==> src/rtl/cmp_pkg.sv <==
// Shared types, constants and density scaling for the comparator density meter.
package cmp_pkg;

  typedef enum logic [1:0] {
    IDLE   = 2'd0,
    SETTLE = 2'd1,
    RUN    = 2'd2
  } cmp_state_t;

  localparam int WIN_BASE_LOG2 = 7;
  localparam int ONES_W        = 11;

  // ones*256/N for N = 128 << win_r, saturated so a full-high window reads 255.
  function automatic logic [7:0] density_scale(input logic [ONES_W-1:0] ones,
                                               input logic [1:0]        win_r);
    logic [ONES_W:0] v;
    case (win_r)
      2'd0:    v = {ones, 1'b0};
      2'd1:    v = {1'b0, ones};
      2'd2:    v = {2'b00, ones[ONES_W-1:1]};
      default: v = {3'b000, ones[ONES_W-1:2]};
    endcase
    return (v > (ONES_W+1)'(255)) ? 8'hff : v[7:0];
  endfunction

endpackage

==> src/rtl/cmp_glitch_filter.sv <==
// Run-length glitch filter: q follows d only after filt_len+1 consecutive mismatching samples.
module cmp_glitch_filter
  import cmp_pkg::*;
#(
  parameter int FILT_W = 3
) (
  input  logic              clk,
  input  logic              rst_n,
  input  logic              d,
  input  logic [FILT_W-1:0] filt_len,
  output logic              q
);

  logic [FILT_W-1:0] run_cnt;

  // >= rather than == so a live reduction of filt_len cannot strand the counter.
  always_ff @(posedge clk) begin
    if (!rst_n) begin
      q       <= 1'b0;
      run_cnt <= '0;
    end else if (d == q) begin
      run_cnt <= '0;
    end else if (run_cnt >= filt_len) begin
      q       <= d;
      run_cnt <= '0;
    end else begin
      run_cnt <= run_cnt + FILT_W'(1);
    end
  end

endmodule

==> src/rtl/cmp_density_meter.sv <==
// Comparator back-end: sync chain, optional glitch filter, windowed density/transition meter.
// Build option: define CMP_GLITCH_FILTER_EN to insert cmp_glitch_filter after the sync chain.
module cmp_density_meter
  import cmp_pkg::*;
#(
  parameter int SYNC_STAGES = 2,
  parameter int FILT_W      = 3
) (
  input  logic              clk,
  input  logic              rst_n,
  input  logic              ena,
  input  logic              cmp_in,
  input  logic [1:0]        win_sel,
  input  logic [FILT_W-1:0] filt_len,
  output logic              cmp_q,
  output logic [7:0]        density,
  output logic [7:0]        trans_cnt,
  output logic              res_vld,
  output logic              busy,
  output cmp_state_t        state
);

  // res_vld is a one-cycle strobe with no ready: density/trans_cnt are
  // updated on that cycle and hold until the next strobe.

  logic [SYNC_STAGES-1:0] sync_r;
  logic                   s_q;
  logic [7:0]             settle_last;

  always_ff @(posedge clk) begin
    if (!rst_n) sync_r <= '0;
    else        sync_r <= {sync_r[SYNC_STAGES-2:0], cmp_in};
  end
  assign s_q = sync_r[SYNC_STAGES-1];

  // The IDLE cycle that samples ena counts as the first discarded cycle, so
  // SETTLE lasts latency-1 cycles and RUN starts exactly when cmp_q is valid.
`ifdef CMP_GLITCH_FILTER_EN
  cmp_glitch_filter #(.FILT_W(FILT_W)) u_filter (
    .clk      (clk),
    .rst_n    (rst_n),
    .d        (s_q),
    .filt_len (filt_len),
    .q        (cmp_q)
  );
  assign settle_last = 8'(SYNC_STAGES - 1) + 8'(filt_len);
`else
  logic unused_filt_len;
  assign unused_filt_len = ^filt_len;

  always_ff @(posedge clk) begin
    if (!rst_n) cmp_q <= 1'b0;
    else        cmp_q <= s_q;
  end
  assign settle_last = 8'(SYNC_STAGES - 1);
`endif

  cmp_state_t        state_r, state_n;
  logic              cmp_q_d;
  logic [7:0]        scnt;
  logic [9:0]        wcnt;
  logic [9:0]        win_last;
  logic [ONES_W-1:0] win_len;
  logic [1:0]        win_r;
  logic [ONES_W-1:0] ones, ones_nxt;
  logic [7:0]        tr, tr_nxt;
  logic              win_end;

  assign state    = state_r;
  assign busy     = (state_r != IDLE);
  assign win_len  = ONES_W'(1) << (WIN_BASE_LOG2 + int'(win_r));
  assign win_last = 10'(win_len - ONES_W'(1));
  assign win_end  = (state_r == RUN) && (wcnt == win_last);
  assign ones_nxt = ones + ONES_W'(cmp_q);
  assign tr_nxt   = ((cmp_q ^ cmp_q_d) && (tr != 8'hff)) ? tr + 8'd1 : tr;

  always_comb begin
    state_n = state_r;
    if (!ena) begin
      state_n = IDLE;
    end else begin
      case (state_r)
        IDLE:    state_n = SETTLE;
        SETTLE:  if (scnt >= settle_last) state_n = RUN;
        RUN:     state_n = RUN;
        default: state_n = IDLE;
      endcase
    end
  end

  always_ff @(posedge clk) begin
    if (!rst_n) state_r <= IDLE;
    else        state_r <= state_n;
  end

  always_ff @(posedge clk) begin
    if (!rst_n) begin
      cmp_q_d   <= 1'b0;
      res_vld   <= 1'b0;
      density   <= 8'd0;
      trans_cnt <= 8'd0;
      scnt      <= 8'd0;
      wcnt      <= 10'd0;
      win_r     <= 2'd0;
      ones      <= '0;
      tr        <= 8'd0;
    end else begin
      cmp_q_d <= cmp_q;
      res_vld <= 1'b0;
      if (state_r == RUN && ena) begin
        if (win_end) begin
          density   <= density_scale(ones_nxt, win_r);
          trans_cnt <= tr_nxt;
          res_vld   <= 1'b1;
          ones      <= '0;
          tr        <= 8'd0;
          wcnt      <= 10'd0;
          win_r     <= win_sel;
        end else begin
          ones <= ones_nxt;
          tr   <= tr_nxt;
          wcnt <= wcnt + 10'd1;
        end
      end else if (state_r == SETTLE && ena) begin
        scnt  <= scnt + 8'd1;
        win_r <= win_sel;
      end else begin
        scnt <= 8'd0;
        wcnt <= 10'd0;
        ones <= '0;
        tr   <= 8'd0;
      end
    end
  end

endmodule

==> config.mk <==
export PLATFORM = sky130hd
export DESIGN_NAME = cmp_density_meter
export DESIGN_NICKNAME = d
export VERILOG_FILES = /design/src/rtl/cmp_pkg.sv /design/src/rtl/cmp_glitch_filter.sv /design/src/rtl/cmp_density_meter.sv
export SDC_FILE = /design/constraint.sdc
export NUM_CORES = 1
export LEC_CHECK = 0
export CORE_AREA = 5 5 103 86
export CTS_CLUSTER_SIZE = 16
export DETAILED_ROUTE_END_ITERATION = 16
export DIE_AREA = 0 0 108 91
export PLACE_DENSITY = 0.69
export SYNTH_ARGS = -nofsm -noshare
export SYNTH_HDL_FRONTEND = slang
export SYNTH_SLANG_ARGS = --single-unit
==> constraint.sdc <==
create_clock -name clk -period 6 [get_ports clk]
set_clock_uncertainty 0.1 [all_clocks]
set_input_delay 0.9 -clock clk [delete_from_list [all_inputs] [get_ports clk]]
set_output_delay 0.9 -clock clk [all_outputs]
set_load 0.05 [all_outputs]
==> flow_summary.toml <==
[clocking]
cts_resized = 0
cts_buffer_depth = 2
insertion_delay_ns = 0.33
ctsHtreeMaxLevel = 3
clock-sinks = 62
cts_buffers = 9
clk_pin_slew_worst_paths_ns = 0.07
clock-root-buffer = "clkbuf_8"
postCtsSetupBuffers = 0
ctsHoldBuffers = 0
cts_tree = "built"

[routing]
totalWireLength_mm = 8.88
dr_total_vias = 3410
routedWlPerCell_um = 15.6
postRouteAntennaNets = 0
first_iter_violations = 272
drcViolationCount = 0
via_per_inst = 6.00
first_pass_iters = 4

[yosys]
netlist-cell-type-count = 71
ys_seq_area_share_pct = 33.3
synth_top_area_cell = "dfxtp_1"
synth_seq_cells = 62
synth-edff-count = 0
synth_ff_type = "dfxtp_1"
yosys_warnings = 0
synth_top_area_share_pct = 33.3
yosys-top-cells-area = "dfxtp_1 33%, mux2i_1 4.6%, ha_1 4.0%"
synth_most_common_cell = "dfxtp_1"
synthTopCellsByCount = "62 x dfxtp_1, 40 x nand2_1, 33 x nor2_1, 27 x a21oi_1, 23 x o21ai_0"
synthCells = 449
synth_nets = 470
avgSynthCellArea_um2 = 8.29
ys_async_sr_fraction_pct = 0
synthesis.area_um2 = 3720

[timing]
worstMarginPinSlew_ns = 0.949
period_needed_ns = 3.14
setup_viol = 0
hold_slack_ns = 0.346
relSlewSlack_pct = 36.6
grt_setup_unrepaired = "false"
timing.fmax_mhz = 318
hold_violations = 0
final-max-slew-violation-count = 0
fin_crit_sh_pct = 52.3
tns_ns = 0

[floorplanning]
initial_core_util_pct = 48.4
core_um2 = 7690
io_pins = 30
die_area_um2 = 9830
die_x_um = 108
die_height_um = 91
rows = 29

[global_route]
grt_pass1_wl_mm = 15.0
overflow = 0
antenna_found_initial = 0
grt.total_usage_pct = 18.6
grt_pass1_vias = 3134
grt_max_degree = 44

[placement]
placed_area_um2 = 3990
hpwl_mm = 5.93
portBuffers = 26
gp_congestion = 0.910

[layout]
num_antenna_cells = 0
final_nets = 477
final_util_pct = 54.2
layout-drive-gt1-share_pct = 8.91
final_area_um2 = 4170
n_fill_cell = 743
syn_to_final_growth_pct = 12.0

[critical_path]
end_kind = "register"
critPathRequiredTime_ns = 6.12
critPathKind = "reg -> reg"
crit_chain = "buf_4, nor3_1, o21a_1, o211ai_2, buf_4, nand3_2, o41ai_1"
crit_family = "compound AO/OA/AOI/OAI gates"
max_stage_delay_ns = 0.77
cp_max_fo = 23
critical_path.startpoint_type = "register"
cp_slowest_cell = "o211ai_2"
crit_arrival_ns = 3.26
cp_common_cell = "buf_4"
crit_buf_inv = 2

[power_and_ir_drop]
leakage_nw = 1.38
peakVddDrop_v = 0.0000713
power_density_nw_per_um2 = 190
total_power_uw = 792

[outcome]
status = "finished, final reports clean"

[job]
max_cap_violations = 0

[worst_hold_path]
hold_class = "reg -> reg"
-- logic make-up (layout without fill, tap and decap cells) --
group | Yosys count | count (layout) | synth area share [%]
XOR/XNOR | 13 | 13 | 3.26
AO/OA/AOI/OAI | 127 | 127 | 24.6
buffers and inverters | 54 | 65 | 6.45
adder cells (fa/ha/maj) | 12 | 12 | 4.03
multiplexers | 18 | 18 | 4.87
AND/OR/NAND/NOR | 163 | 163 | 23.4
flip-flops | 62 | 62 | 33.3
-- worst reg2reg max path, stage by stage (launching register included) --
cell and delay [ns]:
dfxtp_1 0.56, buf_4 0.33, nor3_1 0.09, o21a_1 0.22, o211ai_2 0.77, buf_4 0.39, nand3_2 0.27, o41ai_1 0.31
-- worst paths after layout --
| path | endpoint | cells after the start | from | slack, ns |
|---|---|---|---|---|
| setup / recovery | ones[10] | 7 | win_r[1] | 2.86 |
| hold / removal | sync_r[1] | 1 | sync_r[0] | 0.35 |
| setup reg to reg | ones[10] | 7 | win_r[1] | 2.86 |
| hold reg to reg | sync_r[1] | 1 | sync_r[0] | 0.35 |
-- state kept, by name (all words and copies together) (netlist names) --
| signal | count |
|---|---|
| wcnt | 10 |
| cmp_q_d | 1 |
| state | 2 |
| win_r | 2 |
| scnt | 8 |
| ones | 11 |
| cmp_q | 1 |
| sync_r | 2 |
| trans_cnt | 8 |
| density | 8 |
| tr | 8 |
| res_vld | 1 |
-- where the power goes --
group          leakage, nW  switching, mW  internal (mW)
logic                0.788         0.0334         0.0181
registers            0.500        0.00294          0.414
clock network       0.0910          0.155          0.168
-- per-layer routing --
layer  up-vias  global-route usage [%]  part of all wire (%)  wire length (um)
met5         -                       0                     0                 0
met4         0                    7.15                   1.0                93
met3         8                    3.90                   4.0               353
met2        67                    29.0                    46              4110
met1      1646                    25.2                    49              4320
li1       1689                       -                     -                 -
-- placed cells by master (no fill, tap or decap), types with 3 or more instances in the layout --
cell | synthesis | routed
a41oi_1 | 16 | 16
a211oi_1 | 7 | 7
and3_1 | 12 | 12
nand4_2 | 3 | 3
a311oi_1 | 3 | 3
ha_1 | 12 | 12
a21o_1 | 3 | 3
nand2b_1 | 3 | 3
xor2_1 | 4 | 4
dfxtp_1 | 62 | 62
o211ai_1 | 4 | 4
nand2_1 | 40 | 40
o31ai_1 | 3 | 3
a21oi_1 | 27 | 27
nor3_1 | 11 | 11
o21ai_0 | 23 | 23
or3_1 | 5 | 5
clkdlybuf4s50_1 | 0 | 26
nor2_1 | 33 | 33
clkinv_2 | 0 | 3
a31oi_1 | 6 | 6
a32oi_1 | 8 | 8
nand3_1 | 13 | 13
o22ai_1 | 3 | 3
buf_4 | 3 | 7
and2_1 | 7 | 7
clkbuf_8 | 1 | 11
xnor2_1 | 8 | 8
inv_1 | 16 | 16
nand4_1 | 14 | 14
mux2i_1 | 17 | 17
-- final cells by class --
type | count | area, um^2 | share of cell area [%]
clock inverters | 4 | 22.5 | 0.540
clock buffers | 11 | 151 | 3.63
well taps | 108 | 135 | 3.24
flip-flops and latches | 62 | 1240 | 29.8
inverters | 17 | 63.8 | 1.53
repair buffers | 33 | 313 | 7.51
multi-input cells | 333 | 2240 | 53.8
-- through the flow --
stage	setup WS, ns	instances
2_1_floorplan	3.34	449
3_3_place_gp	2.66	553
3_5_place_dp	2.56	553
4_1_cts	2.84	568
5_1_grt	2.61	568
6_report	2.86	568
(Power assumes the default switching activity.)
